$ cat config.mk
export PLATFORM = sky130hd
export DESIGN_NAME = uart_tx_arbiter
export DESIGN_NICKNAME = d
export VERILOG_FILES = /design/src/rtl/uart_tx_arbiter.sv
export SDC_FILE = /design/constraint.sdc
export NUM_CORES = 1
export LEC_CHECK = 0
export ABC_AREA = 1
export ABC_CLOCK_PERIOD_IN_PS = 2140
export BUFFER_PORTS_ARGS = -buffer_cell sky130_fd_sc_hd__buf_2
export CAP_MARGIN = 20
export CORE_UTILIZATION = 50
export CTS_CLUSTER_DIAMETER = 150
export DETAILED_ROUTE_END_ITERATION = 8
export PLACE_DENSITY_LB_ADDON = 0.08
export SLEW_MARGIN = 20
export SYNTH_ARGS = -nofsm -noshare
export SYNTH_HDL_FRONTEND = slang
export SYNTH_SLANG_ARGS = --single-unit
export TNS_END_PERCENT = 5
$ cat constraint.sdc
create_clock -name clk_baud -period 2.14 [get_ports clk_baud]
set_clock_uncertainty 0.15 [all_clocks]
set_input_delay 0.214 -clock clk_baud [delete_from_list [all_inputs] [get_ports clk_baud]]
set_output_delay 0.214 -clock clk_baud [all_outputs]
set_load 0.1 [all_outputs]
$ cat src/rtl/uart_tx_arbiter.sv
// rtl/uart_tx_arbiter.sv - round-robin arbiter sharing one UART TX serializer
//
// Ports:
//   clk_baud      baud clock, all logic on the rising edge
//   rst           asynchronous active-low reset
//   req_valid     per-requester byte valid (hold with stable data until ready)
//   req_data      requester i byte at [i*DATA_W +: DATA_W]
//   req_ready     one-hot accept, only ever high while idle
//   tx_start      one-cycle start strobe to the serializer
//   tx_data       byte to the serializer, held until the next grant
//   tx_busy       serializer frame in progress
//   grant_id      requester currently owning the serializer
//   arb_busy      high whenever the arbiter is not idle
//   tx_done       one-cycle pulse when the owned frame completes
//   err_timeout   one-cycle pulse when the serializer never reported busy
module uart_tx_arbiter #(
  parameter int N_REQ    = 4,
  parameter int DATA_W   = 8,
  parameter int START_TO = 16
) (
  input  logic                     clk_baud,
  input  logic                     rst,
  input  logic [N_REQ-1:0]         req_valid,
  input  logic [N_REQ*DATA_W-1:0]  req_data,
  output logic [N_REQ-1:0]         req_ready,
  output logic                     tx_start,
  output logic [DATA_W-1:0]        tx_data,
  input  logic                     tx_busy,
  output logic [$clog2(N_REQ)-1:0] grant_id,
  output logic                     arb_busy,
  output logic                     tx_done,
  output logic                     err_timeout
);

  localparam int IDX_W = $clog2(N_REQ);
  localparam int WD_W  = $clog2(START_TO + 1);

  typedef enum logic [1:0] {IDLE, ISSUE, WAIT_BUSY, WAIT_DONE} state_t;

  state_t            state;
  logic [IDX_W-1:0]  rr_ptr;
  logic [WD_W-1:0]   wd_cnt;

  logic              found;
  logic [IDX_W-1:0]  winner;
  logic [DATA_W-1:0] win_data;
  logic [IDX_W-1:0]  next_ptr;

  // Search upward from rr_ptr, wrapping modulo N_REQ; the first valid wins.
  // The index carries one extra bit so rr_ptr + offset never overflows
  // before the wrap subtraction.
  always_comb begin
    logic [IDX_W:0] idx;
    found  = 1'b0;
    winner = '0;
    idx    = '0;
    for (int k = 0; k < N_REQ; k++) begin
      idx = {1'b0, rr_ptr} + (IDX_W+1)'(k);
      if (idx >= (IDX_W+1)'(N_REQ)) begin
        idx = idx - (IDX_W+1)'(N_REQ);
      end
      if (!found && req_valid[idx[IDX_W-1:0]]) begin
        found  = 1'b1;
        winner = idx[IDX_W-1:0];
      end
    end
  end

  assign win_data = req_data[winner*DATA_W +: DATA_W];

  // Priority rotates to the requester just after the one that was served,
  // whether its frame completed or its start timed out.
  assign next_ptr = (grant_id == IDX_W'(N_REQ - 1)) ? '0 : grant_id + IDX_W'(1);

  // Gated by rst so ready is low for the whole reset, not just after the
  // first edge.
  always_comb begin
    req_ready = '0;
    if (rst && state == IDLE && found) begin
      req_ready[winner] = 1'b1;
    end
  end

  assign arb_busy = (state != IDLE);

  always_ff @(posedge clk_baud or negedge rst) begin
    if (!rst) begin
      state       <= IDLE;
      rr_ptr      <= '0;
      wd_cnt      <= '0;
      tx_start    <= 1'b0;
      tx_data     <= '0;
      grant_id    <= '0;
      tx_done     <= 1'b0;
      err_timeout <= 1'b0;
    end else begin
      tx_done     <= 1'b0;
      err_timeout <= 1'b0;
      case (state)
        IDLE: begin
          if (found) begin
            tx_data  <= win_data;
            grant_id <= winner;
            tx_start <= 1'b1;
            state    <= ISSUE;
          end
        end
        ISSUE: begin
          tx_start <= 1'b0;
          wd_cnt   <= '0;
          state    <= WAIT_BUSY;
        end
        WAIT_BUSY: begin
          // A busy arriving on the expiry cycle still counts as a start.
          if (tx_busy) begin
            state <= WAIT_DONE;
          end else if (wd_cnt == WD_W'(START_TO - 1)) begin
            err_timeout <= 1'b1;
            rr_ptr      <= next_ptr;
            state       <= IDLE;
          end else begin
            wd_cnt <= wd_cnt + WD_W'(1);
          end
        end
        WAIT_DONE: begin
          if (!tx_busy) begin
            tx_done <= 1'b1;
            rr_ptr  <= next_ptr;
            state   <= IDLE;
          end
        end
        default: state <= IDLE;
      endcase
    end
  end

endmodule

==> metrics, run 1 <==
outcome=finished, violations left; violated checks=negative setup slack; measured slew at the worst slew-check pin=0.4911 ns; Placer Congestion=0.9129; max layer used=met4; Die Width=59.02 microns; vias in the first global route=1610; highest cell delay on the worst timing path=0.47 ns; Die Height=59.02 microns; Post-Route WL=3931 microns; critical path data required time=1.78 ns; Core ar.=0.003078 sq mm; clk root buf=clkbuf_4; gr usage total=0.2520; buffers plus inverters on the worst setup path=4; fin nets=357; crit path max-delay cell type=dfrtp_2; TritonRoute pass-1 iters=4; placed wire-length estimate=2900 microns; FP Rows=20; Yosys top cell area share=0.3387; antenna viol nets, final=0; RSZ-0062 raised after global routing=yes; reg2reg end=tx_data[1]; Initial Util=0.5280; reg2reg setup slack=0 ns; Met3 Routed Length=163 microns; Hold Vio Cnt, Final=0; Hold Path Class=primary input to register; CTS tree=yes; Critical Path AT=2.07 ns; vias per cell=4.840; ant diodes=0; Cell variety after synth=24; initial antenna violation count=0; CP top delay family=buffers and inverters; area leader, netlist=dfrtp_1; routed wl met2=1968 microns; area growth from synthesis to layout=39.72%; Ys Warns=0; worst r2r src=rr_ptr[0]; io pins=57; Clk Latency, worst-skew pair=0.31 ns; Tcrit/Tclk final=1.139; number of clock buffers inserted by TritonCTS=3; Worst path depth=10; WL met1=1742 microns; Syn Area/Cell=6.689 sq um; Critical Path End=req_ready[0]; Reg2Reg Depth=17; synthesized cell area=0.001625 sq mm; Die Footprint=0.003483 sq mm; CP cell instances=buf_4, nand2_1, nand2_4, o21ai_2, inv_1, nand4_1, nand2_2, buf_6, nor3_4, buf_12; number of synthesized register bits=22; WS Path Type=register to output port; Final Worst Setup Slack=-0.2985 ns; first-pass GRT wire length=6617 microns; largest net degree at the start of global routing=23; pre-CTS WS=-0.1058 ns; CTS max path bufs=2; htree depth=1; 1st-iter DRT viols=176; Critical Path Sink Type=output port; Gate Count Post-Synth=243; post-route DRC violation count=0; share of layout cells above drive strength 1=0.3802; Final Max Slew Viols=0; Synth area leaders=dfrtp_1 (34%), nand2_1 (26%), nand4_1 (6.9%); largest fanout on the critical path=6; Max Clk Rate=0.4101 GHz; Slew HR=0.6749; min Tclk post-route=2.438 ns; grt total ovfl=0; max-cap violations=0; setup_tns=-1.143 ns; final setup vio count=5; clk slew on worst S/H paths=0.11 ns; vias post-DR=1728; # port buffers=56; Critical Path Source Type=register; Seq/Total Area, Yosys=0.3387; clock sinks=22; post-DR wirelength/cell=11.01 microns; CP startpoint=rr_ptr[0]; Syn Nets=285
-- placed cells by master (no fill, tap or decap), drive strengths merged, types with 5 or more instances in the layout --
cell type | synthesis | final
nor2 | 12 | 12
nand3 | 7 | 7
nand4 | 18 | 18
a21oi | 5 | 5
dfrtp | 22 | 22
buf | 9 | 74
o21ai | 7 | 7
nor3 | 6 | 6
nand2 | 128 | 128
inv | 23 | 23
-- worst min path at each step --
stage                            start  slack (ns)  cells after the start     endpoint
final                     req_data[23]        0.14                      7   tx_data[7]
after global routing       req_data[5]        0.17                      7   tx_data[5]
after CTS                 req_data[23]        0.15                      7   tx_data[7]
after detailed placement           rst        0.12                      2   tx_data[5]
after global placement             rst        0.12                      2   tx_data[5]
after floorplan                    rst       -0.23                      0  err_timeout
-- cell usage after synthesis --
cell	count
o21ai_2	1
o22ai_1	2
a22o_1	1
nand4_1	18
nand2_1	114
nand2_2	13
a21oi_1	5
o21ai_0	5
nor3_1	6
nand3_4	3
inv_1	19
buf_4	1
buf_2	5
nor2_1	11
o21ai_1	1
nor2_4	1
dfrtp_1	22
inv_2	3
ha_1	3
nand2_4	1
buf_8	1
inv_8	1
nand3_1	4
buf_6	2
-- state kept, by name, indices dropped and copies added, names as in the netlist --
name / count
tx_start: 1
grant_id: 2
wd_cnt: 5
err_timeout: 1
tx_data: 8
state: 2
rr_ptr: 2
tx_done: 1
-- metrics by stage --
stage | hold WS, ns | instance area [sq um] | cells | util
floorplan | -0.2316 | 1683 | 243 | -
global placement | 0.1202 | 2098 | 346 | 0.6817
detailed placement | 0.1236 | 2098 | 346 | 0.6817
CTS | 0.1456 | 2228 | 355 | 0.7240
global route | 0.1716 | 2271 | 357 | 0.7378
finish | 0.1450 | 2271 | 357 | 0.7378
-- final cells by class --
class | count | area (sq um)
multi-input combinational | 189 | 1020
fill | 268 | 807.0
sequential | 22 | 551.8
timing repair buffer | 76 | 513.0
inverter | 23 | 108.9
tap | 44 | 55.05
clock buffer | 3 | 22.52
-- metal layers --
metal | GRT usage | vias up
li1 | - | 917
met1 | 0.3059 | 754
met2 | 0.4562 | 51
met3 | 0.04148 | 6
met4 | 0.07483 | 0
met5 | 0 | -
-- cells by family after synthesis --
kind of cell	after synthesis	share of synthesized area
AOI/OAI and AO/OA	15	0.05234
adders and majority gates	3	0.02310
and+or+nand+nor	171	0.4850
buffers and inverters	32	0.1008
DFF	22	0.3387
-- worst register-to-register path, stage by stage, from the launching register on --
cell and delay (ns):
dfrtp_2 0.47, buf_12 0.15, inv_12 0.07, nand2_2 0.06, nand3_2 0.09, nand2_4 0.07
inv_4 0.07, nand2_1 0.05, o21ai_1 0.11, inv_1 0.06, nand2_2 0.11, inv_4 0.06
buf_4 0.15, buf_4 0.15, nand2_1 0.06, nand2_1 0.07, nand2_1 0.06, nand2_1 0.05
-- timing repair --
item,in CTS,in global routing
setup endpoints to repair,12,14
hold endpoints to repair,23,0
hold buffers,2,0
pin swaps,7,5
buffers inserted,4,2
gates resized for setup,15,9
Power of run 1 is not shown: default switching activity piles up to over one toggle a cycle in this logic, so the estimate is an artifact.
==> run 2: changes to the inputs <==
--- a/config.mk
+++ b/config.mk
@@ -6,7 +6,7 @@
 export NUM_CORES = 1
 export LEC_CHECK = 0
 export ABC_AREA = 1
-export ABC_CLOCK_PERIOD_IN_PS = 2140
+export ABC_CLOCK_PERIOD_IN_PS = 2400
 export BUFFER_PORTS_ARGS = -buffer_cell sky130_fd_sc_hd__buf_2
 export CAP_MARGIN = 20
 export CORE_UTILIZATION = 50
==> constraint.sdc (replaced) <==
create_clock -name clk_baud -period 2.4 [get_ports clk_baud]
set_clock_uncertainty 0.15 [all_clocks]
set_input_delay 0.24 -clock clk_baud [delete_from_list [all_inputs] [get_ports clk_baud]]
set_output_delay 0.24 -clock clk_baud [all_outputs]
set_load 0.1 [all_outputs]
==> metrics, run 2 (same netlist as run 1, synthesis figures left out) <==
Die Footprint=0.003483 sq mm (unchanged); CTS tree=yes (unchanged); CP top delay family=simple AND/OR/NAND/NOR gates (was buffers and inverters); highest cell delay on the worst timing path=0.48 ns (was 0.47 ns); violated checks=negative setup slack (unchanged); Critical Path Source Type=register (unchanged); commonest non-fill, non-tap cell in the layout=nand2_1 (unchanged); buffers plus inverters on the worst setup path=3 (was 4); vias per cell=4.994 (was 4.840); Die Width=59.02 microns (unchanged); clk root buf=clkbuf_4 (unchanged); Final Worst Setup Slack=-0.05019 ns (was -0.2985 ns); 1st-iter DRT viols=68 (was 176); CTS max path bufs=2 (unchanged); Placer Congestion=0.8352 (was 0.9129); FP Rows=20 (unchanged); vias in the first global route=1600 (was 1610); htree depth=1 (unchanged); largest net degree at the start of global routing=23 (unchanged); Tcrit/Tclk final=1.021; io pins=57 (unchanged); Initial Util=0.5280 (unchanged); Critical Path Sink Type=output port (unchanged); CP cell instances=buf_6, nand2_2, nand3_1, nand2_2, nand2_2, nand2_2, nand2_4, nand3_4, inv_4, nor3_4, buf_12 (was buf_4, nand2_1, nand2_4, o21ai_2, inv_1, nand4_1, nand2_2, buf_6, nor3_4, buf_12); Core ar.=0.003078 sq mm (unchanged); pre-CTS WS=0.1198 ns (was -0.1058 ns); final setup vio count=4 (was 5); max FFs per register=8 (unchanged); FILL cells=230 (was 268); Hold Path Class=primary input to register (unchanged); Max Clk Rate=0.4081 GHz; TritonRoute pass-1 iters=4 (unchanged); Clk Latency, worst-skew pair=0.31 ns (about the same); Post-Route WL=4087 microns (was 3931 microns); Slew HR=0.6777 (was 0.6749); clk slew on worst S/H paths=0.11 ns (about the same); largest reg by FF count=tx_data (unchanged); first-pass GRT wire length=6624 microns (was 6617 microns); area growth from synthesis to layout=45.03% (was 39.72%); largest fanout on the critical path=5 (was 6); critical path data required time=2.01 ns (was 1.78 ns); grt total ovfl=0 (unchanged); biggest regs=tx_data x8, wd_cnt x5 (unchanged); share of layout cells above drive strength 1=0.4201 (was 0.3802); gr usage total=0.2471 (was 0.2520); critical path's most frequent cell=nand2_2; number of clock buffers inserted by TritonCTS=3 (unchanged); initial antenna violation count=0 (unchanged); most frequent cells in the layout=nand2_1 (98), buf_2 (52), dfrtp_1 (20), buf_4 (20), nand2_2 (19) (was nand2_1 (106), buf_2 (53), dfrtp_1 (21)); Die Height=59.02 microns (unchanged); WS Path Type=register to output port (unchanged); post-route DRC violation count=0 (unchanged); Hold Vio Cnt, Final=0 (unchanged); RSZ-0062 raised after global routing=yes (unchanged); max-cap violations=0 (unchanged); setup_tns=-0.1818 ns (was -1.143 ns); min Tclk post-route=2.450 ns; Critical Path AT=2.06 ns (was 2.07 ns); antenna viol nets, final=0 (unchanged); crit path max-delay cell type=dfrtp_2 (unchanged); clock sinks=22 (unchanged); final std cells w/o fill=363 (was 357); placed cells=345 (was 346); ant diodes=0 (unchanged); post-DR wirelength/cell=11.26 microns (was 11.01 microns); measured slew at the worst slew-check pin=0.4867 ns (was 0.4911 ns); Final Max Slew Viols=0 (unchanged); outcome=finished, violations left (unchanged); vias post-DR=1813 (was 1728); # port buffers=56 (unchanged); post-layout util=0.7659 (was 0.7378); fin nets=362 (was 357); placed wire-length estimate=2908 microns (was 2900 microns)
==> run 2: cell count changes in the layout (fill, tap and decap cells not counted), sizes merged <==
cell and change:
clkbuf +1, buf +5
==> run 2: per-layer routing <==
metal | track usage | vias up | share of wire
met3 | 0.03493 | 4 | 0.040
met4 | 0.03061 | 0 | 0.0066
met1 | 0.3025 | 832 | 0.44
li1 | - | 930 | -
met5 | 0 | - | 0
met2 | 0.4692 | 47 | 0.51
==> run 2: what timing repair did <==
action / 4_1_cts / 5_1_grt
endpoints found under the hold margin: 23 / 0
pin swaps: 12 / 9
resized for setup: 24 / 13
setup endpoints to repair: 4 / 4
setup buffers: 8 / 4
cloned: 0 / 0
hold buffers: 2 / 0
==> run 2: worst paths after layout <==
check	startpoint	to	slack, ns	depth (start not counted)
min in group asynchronous	rst	tx_data[2]	0.38	3
setup / recovery	rr_ptr[0]	req_ready[0]	-0.05	11
hold / removal	req_data[17]	tx_data[1]	0.17	7
setup reg to reg	rr_ptr[0]	tx_data[3]	0.22	17
max in group asynchronous	rst	rr_ptr[0]	1.49	3
hold reg to reg	tx_data[2]	tx_data[2]	0.34	2
==> run 2: final cells by class <==
type,count,area [sq um],share of cell area
inverter,23,98.84,0.04193
multi-input combinational,189,1070,0.4538
sequential,22,553.0,0.2346
timing repair buffer,81,544.3,0.2309
tap,44,55.05,0.02335
clock buffer,4,36.28,0.01539
==> run 2: metrics by stage <==
stage	hold WS, ns	instance area, sq um
after floorplan	-0.2056	1683
after global placement	0.1491	2091
after detailed placement	0.1412	2091
after CTS	0.1768	2275
after global routing	0.1912	2357
final	0.1728	2357
==> run 2: worst min-delay path: cells and delay by family <==
kind	cells	cell delay, ns
simple gates	6	0.29
buf+inv	1	0.07
Power of run 2 is left out for the same reason.
